==> config.mk <==
export PLATFORM = sky130hd
export DESIGN_NAME = hazard_forward_unit
export DESIGN_NICKNAME = d
export VERILOG_FILES = /design/src/rtl/hazard_forward_unit_pkg.sv /design/src/rtl/hazard_forward_unit_fwd_match.sv /design/src/rtl/hazard_forward_unit.sv
export SDC_FILE = /design/constraint.sdc
export NUM_CORES = 1
export LEC_CHECK = 0
export ABC_AREA = 1
export CAP_MARGIN = 20
export CORE_MARGIN = 2
export CORE_UTILIZATION = 48
export CTS_BUF_LIST = sky130_fd_sc_hd__clkbuf_2 sky130_fd_sc_hd__clkbuf_4 sky130_fd_sc_hd__clkbuf_8
export DETAILED_ROUTE_END_ITERATION = 12
export PLACE_DENSITY = 0.89
export SETUP_SLACK_MARGIN = 0.02
export SYNTH_ARGS = -nofsm -noshare
export SYNTH_HDL_FRONTEND = slang
export SYNTH_SLANG_ARGS = --single-unit
==> constraint.sdc <==
create_clock -name i_clk -period 1.61 [get_ports i_clk]
set_clock_uncertainty 0.1 [all_clocks]
set_input_delay 0.2415 -clock i_clk [delete_from_list [all_inputs] [get_ports i_clk]]
set_output_delay 0.2415 -clock i_clk [all_outputs]
set_load 0.01 [all_outputs]
==> src/rtl/hazard_forward_unit_pkg.sv <==
// Shared types and constants for the EX-stage forwarding and load-use hazard control.
package hazard_forward_unit_pkg;

    localparam int unsigned REG_ADDR_W = 5;
    localparam int unsigned SEL_W      = 2;

    localparam logic [SEL_W-1:0] FWD_RF    = 2'd0;
    localparam logic [SEL_W-1:0] FWD_EXMEM = 2'd1;
    localparam logic [SEL_W-1:0] FWD_MEMWB = 2'd2;

    typedef struct packed {
        logic                  valid;
        logic                  regwrite;
        logic                  memread;
        logic [REG_ADDR_W-1:0] dest;
    } slot_t;

    // Register 0 is hardwired, so writes to it never feed a consumer.
    function automatic logic is_producer(input slot_t s);
        return s.valid & s.regwrite & (s.dest != '0);
    endfunction

endpackage

==> src/rtl/hazard_forward_unit_fwd_match.sv <==
// Selects the forwarding source for one source operand against the EX and MEM producers.
module hazard_forward_unit_fwd_match
    import hazard_forward_unit_pkg::*;
(
    input  logic                  i_uses,
    input  logic [REG_ADDR_W-1:0] i_src,
    input  logic                  i_ex_prod,
    input  logic [REG_ADDR_W-1:0] i_ex_dest,
    input  logic                  i_mem_prod,
    input  logic [REG_ADDR_W-1:0] i_mem_dest,
    output logic [SEL_W-1:0]      o_sel
);

    logic w_ex_hit;
    logic w_mem_hit;

    assign w_ex_hit  = i_uses & i_ex_prod  & (i_src == i_ex_dest);
    assign w_mem_hit = i_uses & i_mem_prod & (i_src == i_mem_dest);

    // The EX-slot producer is the younger one, so it wins over MEM.
    always_comb begin
        o_sel = FWD_RF;
        if (w_ex_hit) begin
            o_sel = FWD_EXMEM;
        end else if (w_mem_hit) begin
            o_sel = FWD_MEMWB;
        end
    end

endmodule

==> src/rtl/hazard_forward_unit.sv <==
// Tracks in-flight destinations, registers EX operand forward selects and raises load-use stalls.
module hazard_forward_unit
    import hazard_forward_unit_pkg::*;
(
    input  logic                  i_clk,
    input  logic                  i_rst_n,
    input  logic                  i_id_valid,
    input  logic [REG_ADDR_W-1:0] i_id_rs,
    input  logic [REG_ADDR_W-1:0] i_id_rt,
    input  logic                  i_id_uses_rs,
    input  logic                  i_id_uses_rt,
    input  logic [REG_ADDR_W-1:0] i_id_rd,
    input  logic                  i_id_regwrite,
    input  logic                  i_id_memread,
    input  logic                  i_flush,
    output logic [SEL_W-1:0]      o_fwd_a,
    output logic [SEL_W-1:0]      o_fwd_b,
    output logic                  o_stall,
    output logic                  o_pc_write,
    output logic                  o_ifid_write
);

    slot_t                 r_ex;
    slot_t                 w_id_slot;
    logic                  w_ex_prod;
    logic                  w_stall;
    logic                  w_accept;
    logic [SEL_W-1:0]      w_sel_a;
    logic [SEL_W-1:0]      w_sel_b;
    logic [SEL_W-1:0]      r_fwd_a;
    logic [SEL_W-1:0]      r_fwd_b;

    // MEM keeps only what forwarding consumes; the WB slot is not stored at all because the
    // register file is write-before-read, so a WB producer never needs a forward.
    logic                  r_mem_prod;
    logic [REG_ADDR_W-1:0] r_mem_dest;

    assign w_id_slot = '{valid:    i_id_valid,
                         regwrite: i_id_regwrite,
                         memread:  i_id_memread,
                         dest:     i_id_rd};

    assign w_ex_prod = is_producer(r_ex);

    // FLUSH squashes the ID instruction, so there is nothing left to stall for.
    assign w_stall = i_id_valid & ~i_flush & w_ex_prod & r_ex.memread &
                     ((i_id_uses_rs & (i_id_rs == r_ex.dest)) |
                      (i_id_uses_rt & (i_id_rt == r_ex.dest)));

    assign w_accept = i_id_valid & ~w_stall & ~i_flush;

    hazard_forward_unit_fwd_match u_match_a (
        .i_uses     (i_id_uses_rs),
        .i_src      (i_id_rs),
        .i_ex_prod  (w_ex_prod),
        .i_ex_dest  (r_ex.dest),
        .i_mem_prod (r_mem_prod),
        .i_mem_dest (r_mem_dest),
        .o_sel      (w_sel_a)
    );

    hazard_forward_unit_fwd_match u_match_b (
        .i_uses     (i_id_uses_rt),
        .i_src      (i_id_rt),
        .i_ex_prod  (w_ex_prod),
        .i_ex_dest  (r_ex.dest),
        .i_mem_prod (r_mem_prod),
        .i_mem_dest (r_mem_dest),
        .o_sel      (w_sel_b)
    );

    always_ff @(posedge i_clk or negedge i_rst_n) begin
        if (!i_rst_n) begin
            r_ex       <= '0;
            r_mem_prod <= 1'b0;
            r_mem_dest <= '0;
            r_fwd_a    <= FWD_RF;
            r_fwd_b    <= FWD_RF;
        end else begin
            r_mem_prod <= w_ex_prod;
            r_mem_dest <= r_ex.dest;
            if (w_accept) begin
                r_ex    <= w_id_slot;
                r_fwd_a <= w_sel_a;
                r_fwd_b <= w_sel_b;
            end else begin
                r_ex    <= '0;
                r_fwd_a <= FWD_RF;
                r_fwd_b <= FWD_RF;
            end
        end
    end

    assign o_fwd_a      = r_fwd_a;
    assign o_fwd_b      = r_fwd_b;
    assign o_stall      = w_stall;
    assign o_pc_write   = ~w_stall;
    assign o_ifid_write = ~w_stall;

endmodule
### After elaboration in Yosys (flattened, before gate mapping)

Cells that the tools add are included.

* equality and inequality tests: 4
* muxes and demuxes: 7
* bitwise logic cells: 21
* reductions and logical operators: 1

Operator list (count)
* 5-bit == test: 4
* 1-bit bitwise AND: 18
* 2-bit 2-to-1 mux: 6
* 8-bit 2-to-1 mux: 1
* 5-bit nonzero test: 1
* 1-bit NOT: 2
* 1-bit OR: 1

* register bits after elaboration: 18
* word-level logic and storage cells: 41

### Logic depth before layout (Yosys ltp)

* word-level depth: 9
* mapped depth: 10

### Hierarchy

Synthesis repeated with hierarchy kept, for this count alone.

* cells, all modules: 213
* area, all modules: 1255.0 sq um

By module, submodules not included
* hazard_forward_unit: instances 1, cells each 107, area each 814.5 sq um, seq. area each 450.4 sq um
* hazard_forward_unit_fwd_match: instances 2, cells each 53, area each 220.2 sq um, seq. area each 0.0 sq um

### Worst setup path before layout

Ideal clock, no wire load.

* path type: reg-to-output
* from: reg r_ex[0] in the netlist's numbering
* to: out o_pc_write
* arrival time: 1.024 ns
* data required time: 1.268 ns
* setup slack: 0.245 ns
* stages on the path, launching flop included: 8
* path through: dfrtp_1 nand2_1 nand2_1 nor2_1 nand3_1 nand2_1 nand2_2 buf_4

* cells in the longest elaborated chain, start to end: 6

Ends and longest elaborated chain
* start, declared: RTL line hazard_forward_unit.sv:23 `slot_t r_ex;`
* start signal, assigned: RTL line hazard_forward_unit.sv:83 `r_ex <= w_id_slot;`
* 5-bit nonzero test: RTL line hazard_forward_unit_pkg.sv:20 `return s.valid & s.regwrite & (s.dest != '0);`
* 1-bit bitwise AND: RTL line hazard_forward_unit_pkg.sv:20
* 1-bit bitwise AND (2 in a row): RTL line hazard_forward_unit.sv:46 `assign w_stall = i_id_valid & ~i_flush & w_ex_prod & r_ex.memread &`
* 1-bit bitwise AND (*): RTL line hazard_forward_unit.sv:46
* 1-bit NOT (*)
* end, declared: RTL line hazard_forward_unit.sv:19 `output logic o_pc_write,`

Mark *: on every way between the ends. The rest lies on a longest branch, timed or not.

### Worst setup path after layout

* from: reg r_ex[0] in the netlist's numbering
* to: out o_stall

* cells in the longest elaborated chain, start to end: 5

Ends and longest elaborated chain
* 5-bit nonzero test: RTL line hazard_forward_unit_pkg.sv:20
* 1-bit bitwise AND: RTL line hazard_forward_unit_pkg.sv:20
* 1-bit bitwise AND (2 in a row): RTL line hazard_forward_unit.sv:46
* 1-bit bitwise AND (*): RTL line hazard_forward_unit.sv:46
* end, declared: RTL line hazard_forward_unit.sv:18 `output logic o_stall,`

Marked as above.

==> results by group <==
Floorplanning
  • Starting Density: 51.1%
  • Boundary Pins: 30
  • Cell Rows: 16
  • Total die area: 0.00247 mm²
  • Die height: 49.7 µm
  • Die width: 49.7 µm
  • Core Area: 0.00196 mm²

Place
  • RePlAce Congestion: 0.912
  • Post-DP HPWL: 2.05 mm
  • Number of buffers added on ports: 29
  • Placed Instances: 217

Global route
  • Initial antenna violation count: 0
  • Largest net degree at the start of global routing: 19
  • Met3 usage: 3.33%
  • Busiest grt layer: met2
  • GR Util met1: 31.6%
  • Overall Global Routing Usage: 25.2%
  • Grt total ovfl: 0
  • Number of global-route vias before repair: 1076
  • Met2 GRT Util: 43.3%
  • First-pass GRT wire length: 4.62 mm

Yosys
  • Sequential area share after synthesis: 44.9%
  • Dominant cell type by area after synthesis: dfrtp_1
  • Syn Inst Count: 149
  • Post-synthesis net count: 172
  • Syn Area/Cell: 6.73 µm²
  • Synth unique cells: 18
  • Synth Warn #: 0
  • Top cells by area, synth: dfrtp_1, nand2_1, inv_1
  • Mapped Area: 0.00100 mm²
  • FF+latch count, synth: 18
  • Top-area cell type share of the netlist area: 44.9%

Critical path
  • Highest-delay cell along the critical path: dfrtp_2
  • Critical path class: reg -> out
  • Worst path cell trace: nand2_2 > nand2_1 > nor2_2 > nand3_2 > nand2_2 > nand2_4 > inv_2 > buf_6
  • Crit start category: flop
  • WP data arrival: 1.49 ns
  • Crit-path max cell delay: 0.48 ns
  • CP endpoint kind: primary output
  • Req. time, crit path: 1.27 ns
  • Worst-path fanout max: 6
  • Top cell by count, worst path: nand2_2
  • Delay-heaviest family, CP: simple AND/OR/NAND/NOR gates
  • Worst path buffer plus inverter count: 2

Job
  • Total of max-cap violations: 0

Drt
  • WL/cell: 12.0 µm
  • Detailed-route DRC error count: 0
  • DR iter-0 viols: 26
  • Drt first pass iters: 4
  • Total Wirelength: 2.73 mm
  • DR vias/cell: 4.67
  • Via count: 1064
  • Final antenna-violating net count: 0

STA
  • Worst hold slack: 0.164 ns
  • Final Setup Violations: 3
  • Relative slew slack: 84.7%
  • Endpoints failing hold: 0
  • Worst-margin pin slew: 0.229 ns
  • Final slew viol count: 0
  • Post-layout minimum cycle time: 1.83 ns
  • Worst setup margin: -0.221 ns
  • Setup repair after global routing missed its margin: yes
  • Fmax: 546 MHz
  • Tcrit/Tclk final: 114%

Clocking
  • CTS tree: done
  • Clock transition at the registers of the reported paths: 0.10 ns
  • Clock buffer depth: 2
  • Worst-skew pair later-pin latency: 0.29 ns
  • Root buffer cell: clkbuf_4
  • Clk sinks: 18
  • CTS Hold Bufs: 0
  • TritonCTS Buffers: 3
  • Max H-tree Level: 1

Cells and area
  • Ant diodes: 0
  • Nets: 225
  • Commonest non-fill, non-tap cell in the layout: nand2_1
  • Final core occ: 79.6%
  • Most frequent cells in the layout: nand2_1, inv_1, clkdlybuf4s50_1, nor2_1, buf_4
  • Non-filler instance count after layout: 228
  • Area Growth Syn to Fin: 55.6%
  • Share of cells above drive strength 1: 26.4%

Power and ir drop
  • Worst vdd ir: 0.657 mV
  • Leakage Power: 0.000845 µW
  • Pwr per Cell Area: 612 mW/mm²

Min path
  • HP Class: in -> async

Run status
  • Failing checks: negative setup slack
  • Status: complete, but fails checks
==> power by group <==
part | total, µW | switching, µW | internal [µW]
clock network | 272 | 134 | 138
registers | 479 | 13.3 | 465
logic | 206 | 95.6 | 111
==> layout make-up <==
cell class,count,area (µm²)
multi-input cells,98,479
flip-flops and latches,18,453
repair buffers,50,443
fillers,144,400
inverters,31,116
clock buffers,4,36.3
well taps,27,33.8
==> stage by stage <==
step           TNS (ns)  setup WS [ns]  cell area, µm²  total power [µW]
2_1_floorplan         0          0.245            1000               557
3_3_place_gp      -3.31         -0.646            1410               660
3_5_place_dp      -4.31         -0.703            1410               666
4_1_cts           -1.01         -0.235            1500               958
5_1_grt           -1.01         -0.308            1560              1020
6_report         -0.648         -0.221            1560               956
==> metal layers <==
layer  wire length [µm]  share of wire (%)
met1               1170                 43
met2               1390                 51
met3                126                4.6
met4                 44                1.6
met5                  0                  0
==> sequential cells by signal, summed over array words and instances, names as in the netlist <==
name	cells
r_mem_dest	5
o_fwd_a	2
o_fwd_b	2
r_ex	8
r_mem_prod	1
==> worst reg2reg max path, delay by kind of cell, from the launching register on <==
| kind | cells | cell delay, ns |
|---|---|---|
| and+or+nand+nor | 8 | 0.72 |
| DFF | 1 | 0.48 |
| buffers and inverters | 1 | 0.15 |
==> cells in the mapped netlist (all sizes together) <==
master	instances
nand2	55
inv	31
nor2	28
dfrtp	18
nand3	4
nor3	3
buf	2
nand4	2
o2111ai	2
a21oi	1
nand3b	1
nor3b	1
xnor2	1
==> repair_timing <==
| item | CTS | global route |
|---|---|---|
| setup endpoints to repair | 3 | 15 |
| pin swaps | 6 | 11 |
| endpoints found under the hold margin | 0 | 0 |
| setup buffers | 8 | 3 |
| gates resized for setup | 22 | 20 |
==> cell families after synthesis <==
logic type                Yosys count  synth area share, %
AOI/OAI and AO/OA                   3                 2.24
xor gates and xnor gates            1                0.873
buffers and inverters              33                 13.5
DFF                                18                 44.9
and+or+nand+nor                    94                 38.5
==> worst paths after layout <==
path / from / depth (start not counted) / to / slack [ns]
max: r_ex[0] / 8 / o_stall / -0.22
min: i_rst_n / 2 / r_mem_dest[1] / 0.16
max reg2reg: r_ex[0] / 9 / o_fwd_b[1] / 0.05
min reg2reg: r_ex[2] / 0 / r_mem_dest[2] / 0.33
max in group asynchronous: i_rst_n / 2 / r_ex[4] / 1.03
min in group i_clk: r_ex[2] / 0 / r_mem_dest[2] / 0.33
No activity file was read; power rests on OpenSTA's default activity.
